## config.mk

```make
export PLATFORM = sky130hd
export DESIGN_NAME = max_stream_tracker
export DESIGN_NICKNAME = d
export VERILOG_FILES = /design/src/rtl/max_pkg.sv /design/src/rtl/max_digit_cmp.sv /design/src/rtl/max_stream_tracker.sv
export SDC_FILE = /design/constraint.sdc
export NUM_CORES = 1
export LEC_CHECK = 0
export ABC_AREA = 1
export BUFFER_PORTS_ARGS = -buffer_cell sky130_fd_sc_hd__buf_4
export CAP_MARGIN = 20
export CELL_PAD_IN_SITES_DETAIL_PLACEMENT = 0
export CELL_PAD_IN_SITES_GLOBAL_PLACEMENT = 1
export CORE_AREA = 3 3 88 57
export CTS_CLUSTER_SIZE = 14
export DETAILED_ROUTE_END_ITERATION = 10
export DIE_AREA = 0 0 91 60
export PLACE_DENSITY = 0.89
export SYNTH_ARGS = -nofsm -noshare
export SYNTH_HDL_FRONTEND = slang
export SYNTH_SLANG_ARGS = --single-unit
```

## constraint.sdc

```tcl
create_clock -name clk -period 3.9 [get_ports clk]
set_input_delay 0.78 -clock clk [delete_from_list [all_inputs] [get_ports clk]]
set_output_delay 0.78 -clock clk [all_outputs]
set_load 0.03 [all_outputs]
```

## src/rtl/max_pkg.sv

```systemverilog
// Shared types and sizing helpers for the partitioned max datapath.
package max_pkg;
  localparam int DIGIT_W = 2;

  typedef enum logic [1:0] {
    IDLE = 2'd0,
    CMP  = 2'd1,
    EMIT = 2'd2
  } state_e;

  function automatic int num_digits(input int width);
    return width / DIGIT_W;
  endfunction
endpackage

```

## src/rtl/max_digit_cmp.sv

```systemverilog
// 2-bit digit magnitude compare; same greater/less terms as the combinational max slices.
module max_digit_cmp (
  input  logic [1:0] c,
  input  logic [1:0] m,
  output logic       gt,
  output logic       lt
);
  logic hi_eq;

  assign hi_eq = ~(c[1] ^ m[1]);
  assign gt    = (c[1] & ~m[1]) | (hi_eq & c[0] & ~m[0]);
  assign lt    = (m[1] & ~c[1]) | (hi_eq & m[0] & ~c[0]);
endmodule

```

## src/rtl/max_stream_tracker.sv

```systemverilog
// Sequential running-maximum over a framed operand stream, one 2-bit digit compared per cycle.
// Define MAX_ARGIDX_EN to track and emit the index of the winning word (out_idx).
module max_stream_tracker #(
  parameter int WIDTH = 8,
  parameter int CNT_W = 8
) (
  input  logic             clk,
  input  logic             rst,
  input  logic             in_valid,
  output logic             in_ready,
  input  logic [WIDTH-1:0] in_data,
  input  logic             in_last,
  output logic             out_valid,
  input  logic             out_ready,
  output logic [WIDTH-1:0] out_max,
`ifdef MAX_ARGIDX_EN
  output logic [CNT_W-1:0] out_idx,
`endif
  output logic [CNT_W-1:0] out_count
);
  import max_pkg::*;

  localparam int D     = num_digits(WIDTH);
  localparam int PTR_W = (D > 1) ? $clog2(D) : 1;

  state_e                          state_q, state_d;
  logic                            first_q;
  logic                            last_q;
  logic [WIDTH-1:0]                max_q, cand_q;
  logic [CNT_W-1:0]                count_q;
  logic [PTR_W-1:0]                dptr_q;
  logic                            decided_q, dec_gt_q;
  logic [D-1:0][DIGIT_W-1:0]       cand_dig, max_dig;
  logic                            dig_gt, dig_lt;
  logic                            accept, cmp_done, fin_gt;
`ifdef MAX_ARGIDX_EN
  logic [CNT_W-1:0]                idx_q, cand_idx_q;
`endif

  assign in_ready  = (state_q == IDLE) & ~rst;
  assign out_valid = (state_q == EMIT);
  assign accept    = in_valid & in_ready;

  assign cand_dig = cand_q;
  assign max_dig  = max_q;

  max_digit_cmp u_dcmp (
    .c  (cand_dig[dptr_q]),
    .m  (max_dig[dptr_q]),
    .gt (dig_gt),
    .lt (dig_lt)
  );

  assign cmp_done = (state_q == CMP) && (dptr_q == '0);
  // The first non-equal digit (MSB side) wins; an all-equal compare is a tie and keeps the stored word.
  assign fin_gt   = decided_q ? dec_gt_q : dig_gt;

  always_ff @(posedge clk or posedge rst) begin
    if (rst) state_q <= IDLE;
    else     state_q <= state_d;
  end

  always_comb begin
    state_d = state_q;
    case (state_q)
      IDLE: if (accept) begin
        if (first_q) state_d = in_last ? EMIT : IDLE;
        else         state_d = CMP;
      end
      CMP:  if (dptr_q == '0) state_d = last_q ? EMIT : IDLE;
      EMIT: if (out_ready) state_d = IDLE;
      default: state_d = IDLE;
    endcase
  end

  always_ff @(posedge clk or posedge rst) begin
    if (rst) begin
      first_q   <= 1'b1;
      last_q    <= 1'b0;
      max_q     <= '0;
      cand_q    <= '0;
      count_q   <= '0;
      dptr_q    <= '0;
      decided_q <= 1'b0;
      dec_gt_q  <= 1'b0;
`ifdef MAX_ARGIDX_EN
      idx_q      <= '0;
      cand_idx_q <= '0;
`endif
    end else begin
      if (accept) begin
        if (first_q) begin
          first_q <= 1'b0;
          max_q   <= in_data;
          count_q <= CNT_W'(1);
`ifdef MAX_ARGIDX_EN
          idx_q   <= '0;
`endif
        end else begin
          cand_q    <= in_data;
          count_q   <= count_q + CNT_W'(1);
          last_q    <= in_last;
          dptr_q    <= PTR_W'(D - 1);
          decided_q <= 1'b0;
          dec_gt_q  <= 1'b0;
`ifdef MAX_ARGIDX_EN
          cand_idx_q <= count_q;
`endif
        end
      end

      if (state_q == CMP) begin
        if (!decided_q && (dig_gt || dig_lt)) begin
          decided_q <= 1'b1;
          dec_gt_q  <= dig_gt;
        end
        if (!cmp_done) dptr_q <= dptr_q - PTR_W'(1);
      end

      if (cmp_done && fin_gt) begin
        max_q <= cand_q;
`ifdef MAX_ARGIDX_EN
        idx_q <= cand_idx_q;
`endif
      end

      if (state_q == EMIT && out_ready) first_q <= 1'b1;
    end
  end

  assign out_max   = max_q;
  assign out_count = count_q;
`ifdef MAX_ARGIDX_EN
  assign out_idx   = idx_q;
`endif
endmodule

```

==> run_summary.xml <==
<?xml version="1.0" encoding="UTF-8"?>
<metrics>
  <group name="place">
    <metric name="place.port_buffers" unit="">30</metric>
    <metric name="hpwl" unit="um">3115</metric>
    <metric name="gpl.final_weighted_congestion" unit="">0.8635</metric>
  </group>
  <group name="clocking">
    <metric name="cts_sink_count" unit="">32</metric>
    <metric name="clock_path_buffers" unit="">2</metric>
    <metric name="worst_setup_hold_path_clk_slew" unit="ns">0.06</metric>
    <metric name="number_of_gates_given_a_new_drive_strength_after_cts" unit="">0</metric>
    <metric name="postCtsSetupBuffers" unit="">0</metric>
    <metric name="clk_latency" unit="ns">0.28</metric>
    <metric name="root_buffer" unit="">sky130_fd_sc_hd__clkbuf_8</metric>
    <metric name="cts_buffers" unit="">5</metric>
    <metric name="clock_tree_from_tritoncts" unit="">built</metric>
    <metric name="hold_buffers" unit="">0</metric>
    <metric name="cts_htree_levels" unit="">2</metric>
  </group>
  <group name="detailed_routing">
    <metric name="routed_wirelength" unit="um">4206</metric>
    <metric name="routedWlPerCell" unit="um">12.78</metric>
    <metric name="remaining_drc_errors" unit="">0</metric>
    <metric name="vias" unit="">1612</metric>
    <metric name="drt-initial-drc-count" unit="">122</metric>
    <metric name="postRouteAntennaNets" unit="">0</metric>
    <metric name="drt-pass1-iter-count" unit="">4</metric>
    <metric name="viasPerCell" unit="">4.900</metric>
  </group>
  <group name="hold_path">
    <metric name="worstHoldPathType" unit="">flop to flop</metric>
    <metric name="hold_path.startpoint" unit="">state_q[0]</metric>
    <metric name="holdPathEnd" unit="">state_q[1]</metric>
    <metric name="min_delay_path_depth" unit="">1</metric>
  </group>
  <group name="yosys">
    <metric name="avg_cell_area_syn" unit="um2">7.682</metric>
    <metric name="syn-cell-area" unit="um2">1813</metric>
    <metric name="sequential_element_share_of_the_synthesized_area" unit="">0.4424</metric>
    <metric name="yosys_register_bits" unit="">32</metric>
    <metric name="ys.flop_type" unit="">sky130_fd_sc_hd__dfrtp_1</metric>
    <metric name="syn_nets" unit="">253</metric>
    <metric name="yosys_warnings" unit="">0</metric>
    <metric name="number_of_synthesized_flops_with_an_enable_pin" unit="">0</metric>
    <metric name="async_flop_share" unit="">1.000</metric>
    <metric name="synth_cell_type_count" unit="">33</metric>
    <metric name="synthCells" unit="">236</metric>
  </group>
  <group name="power_and_ir_drop">
    <metric name="leakage" unit="nW">1.098</metric>
    <metric name="worst_ir_drop_vdd" unit="uV">402.8</metric>
    <metric name="power.density_cell_area" unit="nW/um2">865.4</metric>
  </group>
  <group name="sta">
    <metric name="totalNegativeSetupSlack" unit="ns">0</metric>
    <metric name="worst-slew-pin-transition" unit="ns">0.7797</metric>
    <metric name="finalCriticalPeriod" unit="ns">2.300</metric>
    <metric name="timing.final.crit_share" unit="">0.5896</metric>
    <metric name="skew" unit="ns">0.003575</metric>
    <metric name="maxSlewViolCount" unit="">0</metric>
    <metric name="number_of_failing_setup_endpoints_in_the_final_timing_report" unit="">0</metric>
    <metric name="timing.max_slew.rel_slack" unit="">0.4796</metric>
    <metric name="fin_hold_ws" unit="ns">0.5093</metric>
    <metric name="final-hold-violation-count" unit="">0</metric>
    <metric name="timing.fmax" unit="MHz">434.9</metric>
    <metric name="setup_repair_after_global_routing_missed_its_margin" unit="">false</metric>
  </group>
  <group name="setup_path">
    <metric name="required" unit="ns">4.07</metric>
    <metric name="critical_path_arrival" unit="ns">2.47</metric>
    <metric name="worst_setup_path_category" unit="">flop to flop</metric>
    <metric name="critical_path.reg2reg.endpoint" unit="">out_max[5]</metric>
    <metric name="worst_r2r_path_depth" unit="">11</metric>
    <metric name="critical_path.endpoint_type" unit="">flop</metric>
    <metric name="rr_startpoint" unit="">dptr_q[0]</metric>
    <metric name="ff2ff_setup_slack" unit="ns">1.60</metric>
    <metric name="cp-start-kind" unit="">flop</metric>
    <metric name="critPathMaxFanout" unit="">16</metric>
  </group>
  <group name="floorplanning">
    <metric name="floorplan.initialDensity" unit="">0.4375</metric>
    <metric name="fp.dieW" unit="um">91</metric>
    <metric name="num_io_pins" unit="">31</metric>
    <metric name="design.die.area" unit="um2">5460</metric>
    <metric name="rows" unit="">18</metric>
    <metric name="die_h" unit="um">60</metric>
    <metric name="floorplan.core_area" unit="um2">4144</metric>
  </group>
  <group name="global_routing">
    <metric name="grt_overflow_total" unit="">0</metric>
    <metric name="number_of_antenna_violations_at_the_first_check_in_global_routing" unit="">0</metric>
    <metric name="track_usage" unit="">0.1691</metric>
    <metric name="grt_pass1_wl" unit="um">7169</metric>
    <metric name="first_global_vias" unit="">1478</metric>
    <metric name="pin_count_of_the_biggest_net_entering_global_routing" unit="">33</metric>
  </group>
  <group name="final_layout">
    <metric name="area_growth" unit="%">19.53</metric>
    <metric name="fillerInstances" unit="">434</metric>
    <metric name="nets" unit="">285</metric>
    <metric name="final_util" unit="">0.5229</metric>
    <metric name="diodes" unit="">0</metric>
    <metric name="post_route_cells_drive_above_1_share" unit="">0.2193</metric>
  </group>
  <group name="run_status">
    <metric name="run_status" unit="">finished clean</metric>
  </group>
  <group name="job">
    <metric name="timing.max_cap.violations" unit="">0</metric>
  </group>
</metrics>
==> placed cells by master, fill, tap and decap left out, types with 2 or more instances in the layout <==
cell	instances
sky130_fd_sc_hd__a32oi_1	2
sky130_fd_sc_hd__nand2_1	68
sky130_fd_sc_hd__clkbuf_8	6
sky130_fd_sc_hd__dfrtp_1	31
sky130_fd_sc_hd__nand3_2	3
sky130_fd_sc_hd__nand2_2	8
sky130_fd_sc_hd__nor2_1	15
sky130_fd_sc_hd__a21oi_1	4
sky130_fd_sc_hd__a31oi_1	2
sky130_fd_sc_hd__ha_1	4
sky130_fd_sc_hd__o21ai_0	17
sky130_fd_sc_hd__nor2_2	3
sky130_fd_sc_hd__inv_2	2
sky130_fd_sc_hd__nor3_1	2
sky130_fd_sc_hd__buf_4	31
sky130_fd_sc_hd__nand3_1	23
sky130_fd_sc_hd__clkbuf_1	2
sky130_fd_sc_hd__o22ai_1	2
sky130_fd_sc_hd__inv_1	32
==> metal layers <==
layer | up-vias | GRT usage | wire, um
met1 | 740 | 0.2567 | 2128
met2 | 53 | 0.2385 | 1730
met3 | 5 | 0.04151 | 319
met5 | - | 0 | 0
li1 | 814 | - | -
met4 | 0 | 0.04506 | 28
==> registers in the layout (all words and copies together) (netlist names) <==
signal / count
state_q: 2
cand_dig: 8
out_count: 8
first_q: 1
last_q: 1
dptr_q: 2
decided_q: 1
out_max: 8
dec_gt_q: 1
==> Yosys cell counts, types with 2 or more instances <==
| cell type | number | area, um2 |
|---|---|---|
| sky130_fd_sc_hd__inv_2 | 2 | 7.510 |
| sky130_fd_sc_hd__nand3_2 | 3 | 30.03 |
| sky130_fd_sc_hd__o22ai_1 | 2 | 12.51 |
| sky130_fd_sc_hd__nor3_1 | 2 | 10.01 |
| sky130_fd_sc_hd__nand3_1 | 23 | 115.1 |
| sky130_fd_sc_hd__a31oi_1 | 2 | 12.51 |
| sky130_fd_sc_hd__nand2_2 | 8 | 50.05 |
| sky130_fd_sc_hd__o21ai_0 | 17 | 85.08 |
| sky130_fd_sc_hd__dfrtp_1 | 31 | 775.7 |
| sky130_fd_sc_hd__a32oi_1 | 2 | 17.52 |
| sky130_fd_sc_hd__nand2_1 | 68 | 255.2 |
| sky130_fd_sc_hd__buf_6 | 2 | 22.52 |
| sky130_fd_sc_hd__nor2_1 | 15 | 56.30 |
| sky130_fd_sc_hd__ha_1 | 4 | 50.05 |
| sky130_fd_sc_hd__inv_1 | 32 | 120.1 |
| sky130_fd_sc_hd__a21oi_1 | 4 | 20.02 |
| sky130_fd_sc_hd__nor2_2 | 3 | 18.77 |
==> worst max path at each step <==
stage               startpoint           end  slack, ns  cells past startpoint
floorplan            dptr_q[0]    out_max[0]       2.02                     13
global placement           rst  out_count[5]       1.58                      6
detailed placement         rst  out_count[5]       1.49                      6
CTS                  dptr_q[0]    out_max[5]       1.63                     11
global route         dptr_q[0]    out_max[3]       1.44                     10
finish               dptr_q[0]    out_max[5]       1.60                     11
==> kinds of logic after synthesis <==
family | synth area share
DFF | 0.4424
buffers and inverters | 0.09938
adders and majority gates | 0.02761
xor gates and xnor gates | 0.004832
AOI/OAI and AO/OA | 0.1077
and+or+nand+nor | 0.3182
==> worst max-delay path, stage by stage (launching register included) <==
cell	delay, ns
sky130_fd_sc_hd__dfrtp_1	0.54
sky130_fd_sc_hd__inv_6	0.18
sky130_fd_sc_hd__nand2_1	0.06
sky130_fd_sc_hd__a32oi_1	0.34
sky130_fd_sc_hd__inv_1	0.08
sky130_fd_sc_hd__ha_1	0.35
sky130_fd_sc_hd__nand3_2	0.11
sky130_fd_sc_hd__nand3_4	0.14
sky130_fd_sc_hd__nand2_4	0.21
sky130_fd_sc_hd__nand2_1	0.08
sky130_fd_sc_hd__nand2_1	0.07
sky130_fd_sc_hd__nand2_1	0.04
==> stage by stage <==
stage	worst slack, ns	area (um2)	power, W	cells
floorplan	2.022	1813	0.001348	236
global placement	1.579	2077	0.001614	321
detailed placement	1.485	2077	0.001620	321
CTS	1.629	2167	0.001889	329
global route	1.439	2167	0.002044	329
finish	1.601	2167	0.001875	329
==> final cells by class <==
cell class                 instances  area [um2]  share of cell area
multi-input combinational        163       830.8              0.3834
sequential                        32       802.0              0.3701
timing repair buffer              31       232.7              0.1074
inverter                          35       136.4             0.06293
clock buffer                       8       90.09             0.04157
tap                               60       75.07             0.03464
==> where the power goes <==
group          switching, W  internal (W)  total (W)
combinational      0.000641      0.000353   0.000994
clock              0.000118      0.000144   0.000262
sequential         0.000133      0.000487   0.000620
total              0.000892      0.000984    0.00188
Note: power is estimated with default switching activity, not from simulation.
